[src/rtl/keypad_timer_pkg.sv]
// Shared types and helpers for the keypad timer entry controller.
// Holds the FSM state encoding, the key code width and the one-hot key decoder.
package keypad_timer_pkg;

  localparam int CODE_W = 4;

  typedef enum logic [2:0] {
    ST_IDLE,
    ST_DEBOUNCE,
    ST_LOAD,
    ST_HOLD,
    ST_ERR
  } kp_state_t;

  typedef struct packed {
    logic [CODE_W-1:0] code;
    logic              one;
    logic              multi;
  } key_dec_t;

  // Highest set bit wins the code; the popcount is what decides validity.
  function automatic key_dec_t onehot_to_code(input logic [15:0] keys);
    key_dec_t    r;
    int unsigned n;
    r = '0;
    n = 0;
    for (int i = 0; i < 16; i++) begin
      if (keys[i]) begin
        n++;
        r.code = CODE_W'(i);
      end
    end
    r.one   = (n == 1);
    r.multi = (n > 1);
    return r;
  endfunction

endpackage

[src/rtl/keypad_timer_entry_ctrl_timebase_div.sv]
// Free-running divider producing a 50% duty timebase and a tick on its rising edge.
// Outputs are registered and aligned to the counter value loaded on the same edge.
module timebase_div #(
  parameter int CLK_DIV = 100
) (
  input  logic clk,
  input  logic rst,
  output logic pgt_1Hz,
  output logic tick
);

  localparam int CNT_W = (CLK_DIV < 2) ? 1 : $clog2(CLK_DIV);
  localparam logic [CNT_W-1:0] LAST = CNT_W'(CLK_DIV - 1);
  localparam logic [CNT_W-1:0] HALF = CNT_W'(CLK_DIV / 2);

  logic [CNT_W-1:0] r_cnt;
  logic [CNT_W-1:0] w_cnt_nxt;
  logic             r_pgt;
  logic             r_tick;

  assign w_cnt_nxt = (r_cnt == LAST) ? '0 : r_cnt + CNT_W'(1);

  // Flags are computed from the next count so they line up with r_cnt.
  always_ff @(posedge clk or posedge rst) begin
    if (rst) begin
      r_cnt  <= '0;
      r_pgt  <= 1'b0;
      r_tick <= 1'b0;
    end else begin
      r_cnt  <= w_cnt_nxt;
      r_pgt  <= (w_cnt_nxt >= HALF);
      r_tick <= (w_cnt_nxt == HALF);
    end
  end

  assign pgt_1Hz = r_pgt;
  assign tick    = r_tick;

endmodule

[src/rtl/keypad_timer_entry_ctrl.sv]
// Keypad debounce/encode with BCD entry shift register, multi-key flag and 1 Hz timebase.
// A key stable from edge 1 strobes loadn low between edges DEBOUNCE_CYCLES+1 and +2.
module keypad_timer_entry_ctrl
  import keypad_timer_pkg::*;
#(
  parameter int NUM_KEYS        = 10,
  parameter int DEBOUNCE_CYCLES = 4,
  parameter int CLK_DIV         = 100,
  parameter int DIGITS          = 4
) (
  input  logic                  clk,
  input  logic                  rst,
  input  logic [NUM_KEYS-1:0]   keypad,
  input  logic                  enablen,
  input  logic                  clear_entry,
  output logic [CODE_W-1:0]     D,
  output logic                  loadn,
  output logic [4*DIGITS-1:0]   entry,
  output logic                  entry_valid,
  output logic                  multi_key_err,
  output logic                  pgt_1Hz,
  output logic                  tick
);

  localparam int ENTRY_W = CODE_W * DIGITS;
  localparam int CNT_W   = (DEBOUNCE_CYCLES < 2) ? 1 : $clog2(DEBOUNCE_CYCLES + 1);
  localparam logic [CNT_W-1:0] DEB_N = CNT_W'(DEBOUNCE_CYCLES);

  kp_state_t          r_state, w_state_nxt;
  logic [CNT_W-1:0]   r_cnt, w_cnt_nxt, w_cnt_inc;
  logic [CODE_W-1:0]  r_code, w_code_nxt;
  logic [CODE_W-1:0]  r_d;
  logic               r_loadn;
  logic [ENTRY_W-1:0] r_entry;
  logic [ENTRY_W-1:0] w_shift;
  logic               r_valid;
  logic               r_err;
  logic               w_zero;
  logic               w_done;
  logic               w_load;
  key_dec_t           w_dec;

  assign w_dec     = onehot_to_code(16'(keypad));
  assign w_zero    = (keypad == '0);
  assign w_cnt_inc = r_cnt + CNT_W'(1);
  assign w_done    = (w_cnt_inc == DEB_N);
  assign w_load    = (r_state == ST_LOAD) && !enablen;

  if (DIGITS == 1) begin : g_one_digit
    assign w_shift = r_code;
  end else begin : g_multi_digit
    assign w_shift = {r_entry[ENTRY_W-CODE_W-1:0], r_code};
  end

  always_comb begin
    w_state_nxt = r_state;
    w_cnt_nxt   = r_cnt;
    w_code_nxt  = r_code;
    if (enablen) begin
      w_state_nxt = ST_IDLE;
      w_cnt_nxt   = '0;
    end else begin
      case (r_state)
        ST_IDLE, ST_DEBOUNCE: begin
          if (w_dec.multi) begin
            w_state_nxt = ST_ERR;
            w_cnt_nxt   = '0;
          end else if (w_zero) begin
            w_state_nxt = ST_IDLE;
            w_cnt_nxt   = '0;
          end else if (r_state == ST_DEBOUNCE && w_dec.code == r_code) begin
            if (w_done) begin
              w_state_nxt = ST_LOAD;
              w_cnt_nxt   = '0;
            end else begin
              w_cnt_nxt = w_cnt_inc;
            end
          end else begin
            // Fresh or changed key: this sample is the first of the run.
            w_code_nxt  = w_dec.code;
            w_state_nxt = (DEBOUNCE_CYCLES == 1) ? ST_LOAD : ST_DEBOUNCE;
            w_cnt_nxt   = (DEBOUNCE_CYCLES == 1) ? '0 : CNT_W'(1);
          end
        end
        ST_LOAD: begin
          w_state_nxt = ST_HOLD;
          w_cnt_nxt   = '0;
        end
        ST_HOLD, ST_ERR: begin
          if (!w_zero) begin
            w_cnt_nxt = '0;
          end else if (w_done) begin
            w_state_nxt = ST_IDLE;
            w_cnt_nxt   = '0;
          end else begin
            w_cnt_nxt = w_cnt_inc;
          end
        end
        default: begin
          w_state_nxt = ST_IDLE;
          w_cnt_nxt   = '0;
        end
      endcase
    end
  end

  always_ff @(posedge clk or posedge rst) begin
    if (rst) begin
      r_state <= ST_IDLE;
      r_cnt   <= '0;
      r_code  <= '0;
      r_d     <= '0;
      r_loadn <= 1'b1;
      r_entry <= '0;
      r_valid <= 1'b0;
      r_err   <= 1'b0;
    end else begin
      r_state <= w_state_nxt;
      r_cnt   <= w_cnt_nxt;
      r_code  <= w_code_nxt;
      r_err   <= (w_state_nxt == ST_ERR);
      r_loadn <= !w_load;
      if (w_load) begin
        r_d     <= r_code;
        r_valid <= 1'b1;
        // A coincident clear wipes the old digits before the shift.
        r_entry <= clear_entry ? ENTRY_W'(r_code) : w_shift;
      end else if (clear_entry) begin
        r_entry <= '0;
        r_valid <= 1'b0;
      end
    end
  end

  assign D             = r_d;
  assign loadn         = r_loadn;
  assign entry         = r_entry;
  assign entry_valid   = r_valid;
  assign multi_key_err = r_err;

  timebase_div #(
    .CLK_DIV(CLK_DIV)
  ) u_timebase (
    .clk    (clk),
    .rst    (rst),
    .pgt_1Hz(pgt_1Hz),
    .tick   (tick)
  );

endmodule

[config.mk]
export PLATFORM = sky130hd
export DESIGN_NAME = keypad_timer_entry_ctrl
export DESIGN_NICKNAME = d
export VERILOG_FILES = /design/src/rtl/keypad_timer_pkg.sv /design/src/rtl/keypad_timer_entry_ctrl_timebase_div.sv /design/src/rtl/keypad_timer_entry_ctrl.sv
export SDC_FILE = /design/constraint.sdc
export NUM_CORES = 1
export LEC_CHECK = 0
export CORE_MARGIN = 2
export CORE_UTILIZATION = 60
export DETAILED_ROUTE_END_ITERATION = 8
export MAX_ROUTING_LAYER = met4
export PLACE_DENSITY_LB_ADDON = 0.3
export SYNTH_ARGS = -nofsm -noshare
export SYNTH_HDL_FRONTEND = slang
export SYNTH_SLANG_ARGS = --single-unit
[constraint.sdc]
create_clock -name clk -period 3.9 [get_ports clk]
set_clock_uncertainty 0.05 [all_clocks]
set_input_delay 0.585 -clock clk [delete_from_list [all_inputs] [get_ports clk]]
set_output_delay 0.585 -clock clk [all_outputs]
set_load 0.01 [all_outputs]
# == After elaboration in Yosys (flattened, before gate mapping) ==
# Index checks and enable logic that the tools add are counted.
# word_totals
out_inout_bits,25
in_bits,14
word_cells,87
regBits,42
# op_classes
muxes,40
add_sub_neg,11
n_bitwise,4
n_eq_ne,9
n_reduce_logical,10
magnitude_cmp,2
# ops
operator,n
32-bit by 1-bit adder with 32-bit output (second input constant),9
32-bit 2-to-1 mux,9
16-bit 2-to-1 mux,3
3-bit 2-to-1 mux,13
32-bit by 1-bit greater-than comparator with 1-bit output (second input constant),1
4-bit 2-to-1 mux,8
10-bit logical NOT,1
3-bit == test (second input constant),3
3-bit one-hot mux with 3 select lines,1
7-bit by 1-bit adder with 7-bit output (second input constant),1
7-bit by 6-bit == test with 1-bit output (second input constant),1
7-bit == test (second input constant),1
7-bit by 6-bit greater-or-equal comparator with 1-bit output (second input constant),1
7-bit 2-to-1 mux,1
3-bit by 2-bit == test with 1-bit output (second input constant),2
3-bit one-hot mux with 2 select lines,1
5-bit AND reduction,1
4-bit == test,1
1-bit 2-to-1 mux,4
1-bit inverter,4
2-bit OR reduction,2
3-bit by 1-bit adder with 3-bit output (second input constant),1
3-bit by 1-bit == test with 1-bit output (second input constant),1
3-bit logical NOT,1
3 further kinds,5

# == Depth between registers and ports, before layout ==
# logic_depth
ltp_word,24
depth_mapped,28
ltp_nobuf,28

# == Modules after synthesis ==
# A second synthesis with hierarchy kept.
# unflattened
hier_cells,343
area_unflattened_um2,3069.2
# modules_own_cells
mod,area_per_inst_um2,seq_area_each_um2,cells_each,instances
keypad_timer_entry_ctrl,2553.7,827.0,291,1
timebase_div,515.5,225.2,52,1

# == Least setup slack after synthesis ==
# OpenSTA, ideal clock, no wires.
# synth_timing
kind,input to register
startpoint,input keypad[0]
endpoint,register r_code[2]
t_required_ns,3.723
n_path_buf,0
t_arrival_ns,6.024
stages,27
setup_ns,0.127
slack_ns,-2.301
path_cell_list,inv_1 > ha_1 > xor2_1 > xor2_1 > mux2_2 > ha_1 > nand2b_1 > a21boi_0 > ha_1 > mux2_2 > and2_1 > ha_1 > nand2_1 > o21ai_0 > ha_1 > nand2_1 > o21ai_0 > a31o_2 > ha_1 > mux2_2 > ha_1 > xor2_1 > o21ai_0 > o21ai_0 > nor4b_4 > nand3_2 > mux2_1
# synth_between
elab_chain_cells,22
word_cells_on_any_way,24
classes_between,add/sub: 9; order compare: 1; mux: 10; bitwise: 2; reduce/logical: 2
# synth_rtl
item,line,source
start: declaration,keypad_timer_entry_ctrl.sv:13,"input logic [NUM_KEYS-1:0] keypad,"
1-bit 2-to-1 mux,keypad_timer_pkg.sv:28,if (keys[i]) begin
32-bit by 1-bit adder with 32-bit output,keypad_timer_pkg.sv:29,n++;
32-bit 2-to-1 mux,keypad_timer_pkg.sv:28,
32-bit by 1-bit adder with 32-bit output,keypad_timer_pkg.sv:29,
32-bit 2-to-1 mux,keypad_timer_pkg.sv:28,
32-bit by 1-bit adder with 32-bit output,keypad_timer_pkg.sv:29,
32-bit 2-to-1 mux,keypad_timer_pkg.sv:28,
32-bit by 1-bit adder with 32-bit output,keypad_timer_pkg.sv:29,
(+6 left out),-,
32-bit 2-to-1 mux,keypad_timer_pkg.sv:28,
32-bit by 1-bit adder with 32-bit output,keypad_timer_pkg.sv:29,
32-bit 2-to-1 mux,keypad_timer_pkg.sv:28,
32-bit by 1-bit adder with 32-bit output,keypad_timer_pkg.sv:29,
32-bit 2-to-1 mux,keypad_timer_pkg.sv:28,
32-bit by 1-bit greater-than comparator with 1-bit output,keypad_timer_pkg.sv:34,r.multi = (n > 1);
1-bit inverter (no line),-,
5-bit AND reduction (no line) *,-,
end signal: assignment,keypad_timer_entry_ctrl.sv:120,r_code <= w_code_nxt;
end: declaration,keypad_timer_entry_ctrl.sv:31,"logic [CODE_W-1:0] r_code, w_code_nxt;"
# Every way passes the cells marked *; elsewhere a longest branch is shown, timed or not.
# A chain may end at the register's enable or synchronous reset.

# == Worst setup path after layout ==
# layout_timing
startpoint,input keypad[1]
endpoint,register r_code[2]
# layout_between
elab_chain_cells,20
word_cells_on_any_way,34
classes_between,add/sub: 8; order compare: 1; eq/ne: 1; mux: 18; bitwise: 3; reduce/logical: 3
# layout_rtl
item,line
32-bit 2-to-1 mux,keypad_timer_pkg.sv:28
32-bit by 1-bit adder with 32-bit output,keypad_timer_pkg.sv:29
32-bit 2-to-1 mux,keypad_timer_pkg.sv:28
32-bit by 1-bit adder with 32-bit output,keypad_timer_pkg.sv:29
32-bit 2-to-1 mux,keypad_timer_pkg.sv:28
32-bit by 1-bit adder with 32-bit output,keypad_timer_pkg.sv:29
32-bit 2-to-1 mux,keypad_timer_pkg.sv:28
32-bit by 1-bit adder with 32-bit output,keypad_timer_pkg.sv:29
(+4 left out),-
32-bit 2-to-1 mux,keypad_timer_pkg.sv:28
32-bit by 1-bit adder with 32-bit output,keypad_timer_pkg.sv:29
32-bit 2-to-1 mux,keypad_timer_pkg.sv:28
32-bit by 1-bit adder with 32-bit output,keypad_timer_pkg.sv:29
32-bit 2-to-1 mux,keypad_timer_pkg.sv:28
32-bit by 1-bit greater-than comparator with 1-bit output,keypad_timer_pkg.sv:34
1-bit inverter (no line),-
5-bit AND reduction (no line) *,-
# Marked as above.

==> results.cfg <==
[status]
outcome = finished with violations
failed_checks = setup timing

[logic_synthesis]
synth_area_leaders = dfrtp_1 (35%), nand2_1 (8.7%), ha_1 (6.4%)
avgSynthCellArea_um2 = 9.016
synth_area_um2 = 2939
netlist.top_cell.by_area = dfrtp_1
yosys_warnings = 0
synth_edf_count = 0
synth_top_area_share_pct = 34.91
yosys_most_used_dff = dfrtp_1
syn_nets = 355
syn-instance-count = 326
postSynth.asyncResetShare_pct = 100.0
ys_seq_elements = 42
yosysUniqueCellTypes = 62
ys_seq_area_share_pct = 35.80

[placement]
placement.cell_area_um2 = 3816
dp_cells = 462
place_hpwl_um = 5000
place_congestion = 0.8280
numPortBuffers = 38
pre_cts_ws_ps = -2423

[global_routing]
grt_busiest_layer = met2
grt_max_degree = 43
met1_usage_pct = 34.45
grtUsageMet2_pct = 49.40
grt_pass1_vias = 2560
grt_antenna_before_repair = 0
use_met3_pct = 4.743
grt_pass1_wl_um = 11610
track_usage_pct = 28.62
grt_overflow_total = 0

[routing]
wl_per_cell_um = 16.37
final_antenna_net_count = 0
post-route-drc-count = 0
routed_wl_um = 7761
num_vias = 2769
routed_via_density = 5.842
drt_iter0_drc = 285
dr.pass1.iters = 5

[power_and_ir_drop]
p_clk_share_pct = 15.5
swShare_pct = 38.24
powerDensity_nw_per_um2 = 455.0
p_int_mw = 1.152
power.switching_uw = 713.2
leakagePower_nw = 1.790
combPwrFrac_pct = 56.5
ir_drop_uv = 447.6
seqPwrFrac_pct = 28.0
power_mw = 1.865

[finish]
syn2layout_area_growth_pct = 39.46
multi_input_area_um2 = 2039
fin_nets = 435
diodes = 0
fin_area_um2 = 4099
fin_util_pct = 86.78
fin_cells = 474
drive_gt1_share_pct = 27.27
ff_latch_area_um2 = 1052
fill_cells = 237

[sta]
fin_tns_setup_ps = -18940
max_freq_ghz = 0.1753
hold_viol_final = 0
setup_viol = 11
fin_crit_ps = 5704
period_share_pct = 146.2
max_slew.worst_pin.slew_ps = 734.8
relSlewSlack_pct = 50.56
rsz0062_at_grt = true
setup_slack_ps = -1804
slew_violations = 0
fin_hold_ws_ps = 436.5

[floorplanning]
start_util_pct = 62.23
ios = 39
die_area_um2 = 5475
core_um2 = 4723
fp-row-count = 25
die_w_um = 73.99
dieHeight_um = 73.99

[min_path]
hp-class = reg -> reg

[run]
cap_violations = 0

[cts]
clk_path_buf_depth = 2
cts-root-buf = clkbuf_8
cts_tree = built
cts_made_buffers = 5
cts_num_sinks = 42
clk_pin_slew_worst_paths_ps = 80
clkLatencyLatePin_ps = 300
cts.htree.levels = 2

[critical_path]
crit_type = in -> reg
cp.required_ps = 4040
crit_path_end_kind = register
cp-start-kind = input pin
cp.arrival_ps = 5840
slowest_delay_ps = 430
crit_slowest_cell = nor4b_4
crit_fanout = 4
cp_common_cell = ha_4
power by group through the flow:
stage          Combinational [mW]  Sequential [mW]  Clock [mW]
2_1_floorplan               0.578            0.514           0
3_3_place_gp                0.776            0.519           0
3_5_place_dp                0.812            0.524           0
4_1_cts                     0.880            0.517       0.287
5_1_grt                      1.11            0.530       0.312
6_report                     1.05            0.522       0.288
cells by family after synthesis:
kind of cell / count (synthesis) / share of synthesized area [%]
AO/OA/AOI/OAI: 60 / 12.69
flip-flops: 42 / 35.80
adder cells (fa/ha/maj): 15 / 6.386
multiplexers: 9 / 3.320
AND/OR/NAND/NOR: 139 / 23.03
XOR/XNOR: 34 / 14.98
buffers and inverters: 27 / 3.789
timing repair:
action                     CTS  global route
setup buffers                2             3
hold buffers                 0             0
pin swaps                   13            16
gates resized for setup     17            29
setup endpoints to repair   11            11
synth_stat cells (all sizes together), types with 2 or more instances:
master / n
mux2i: 3
clkbuf: 8
xor2: 14
xnor2: 15
nor4b: 3
a21boi: 2
nor3: 9
buf: 4
mux2: 6
a31oi: 4
a211oi: 2
a21oi: 27
nand2b: 5
inv: 14
dfrtp: 41
and2: 2
xnor3: 4
and3: 2
or2: 3
nand3b: 2
nand4: 4
nor4: 3
nor2: 19
ha: 15
nand2: 69
nand3: 9
o21bai: 2
o21ai: 9
nor3b: 2
and4b: 2
o32ai: 2
layer usage:
layer  vias up  part of all wire, %
met5         -                    0
met4         0                  5.1
met3        40                  5.2
met2       123                   50
met1      1321                   40
li1       1285                    -
worst max-delay path: cells and delay by family:
family,cells,cell delay (ps)
xor+xnor,1,380
buf+inv,4,320
mux,3,720
fa+ha+maj,6,1560
compound gates,6,830
simple gates,8,1420
flip-flops by register name (all words and copies together) (netlist names):
signal	count
u_timebase.pgt_1Hz	1
u_timebase.tick	1
entry_valid	1
r_state	3
u_timebase.r_cnt	7
r_cnt	3
loadn	1
entry	16
multi_key_err	1
D	4
r_code	4
area by class of cell:
| cell class | count | share of cell area [%] |
|---|---|---|
| well taps | 67 | 2.045 |
| repair buffers | 85 | 18.50 |
| inverters | 15 | 1.801 |
| multi-input cells | 257 | 49.76 |
| clock inverters | 1 | 0.1221 |
| flip-flops and latches | 42 | 25.67 |
| clock buffers | 7 | 2.106 |
worst paths after layout:
kind	from	to	slack (ps)	depth (start not counted)
setup / recovery	keypad[1]	r_code[2]	-1800	28
hold / removal	D[0]	D[0]	440	2
setup reg to reg	u_timebase.r_cnt[0]	u_timebase.pgt_1Hz	1480	7
hold reg to reg	D[0]	D[0]	440	2
max in group asynchronous	rst	loadn	2750	3
min in group asynchronous	rst	entry[9]	680	3
cell usage in the layout (no fill, tap or decap), drive strengths merged, types with 2 or more instances in the layout:
cell           Yosys  final
nor4               3      3
inv               14     14
mux2i              3      3
nand3b             2      2
clkbuf             8      8
o21bai             2      2
clkinv             1      2
xnor3              4      4
a211oi             2      2
nand2b             5      5
nor2              19     19
xor2              14     14
nor3               9      9
nand2             69     69
nand3              9      9
nand4              4      4
buf                4     49
and3               2      2
a21oi             27     27
and4b              2      2
clkdlybuf4s50      0     35
o21ai              9      9
dfrtp             41     41
nor4b              3      3
and2               2      2
mux2               6      6
o32ai              2      2
nor3b              2      2
ha                15     15
a31oi              4      4
a21boi             2      2
xnor2             15     15
or2                3      3
(Power assumes the default switching activity.)
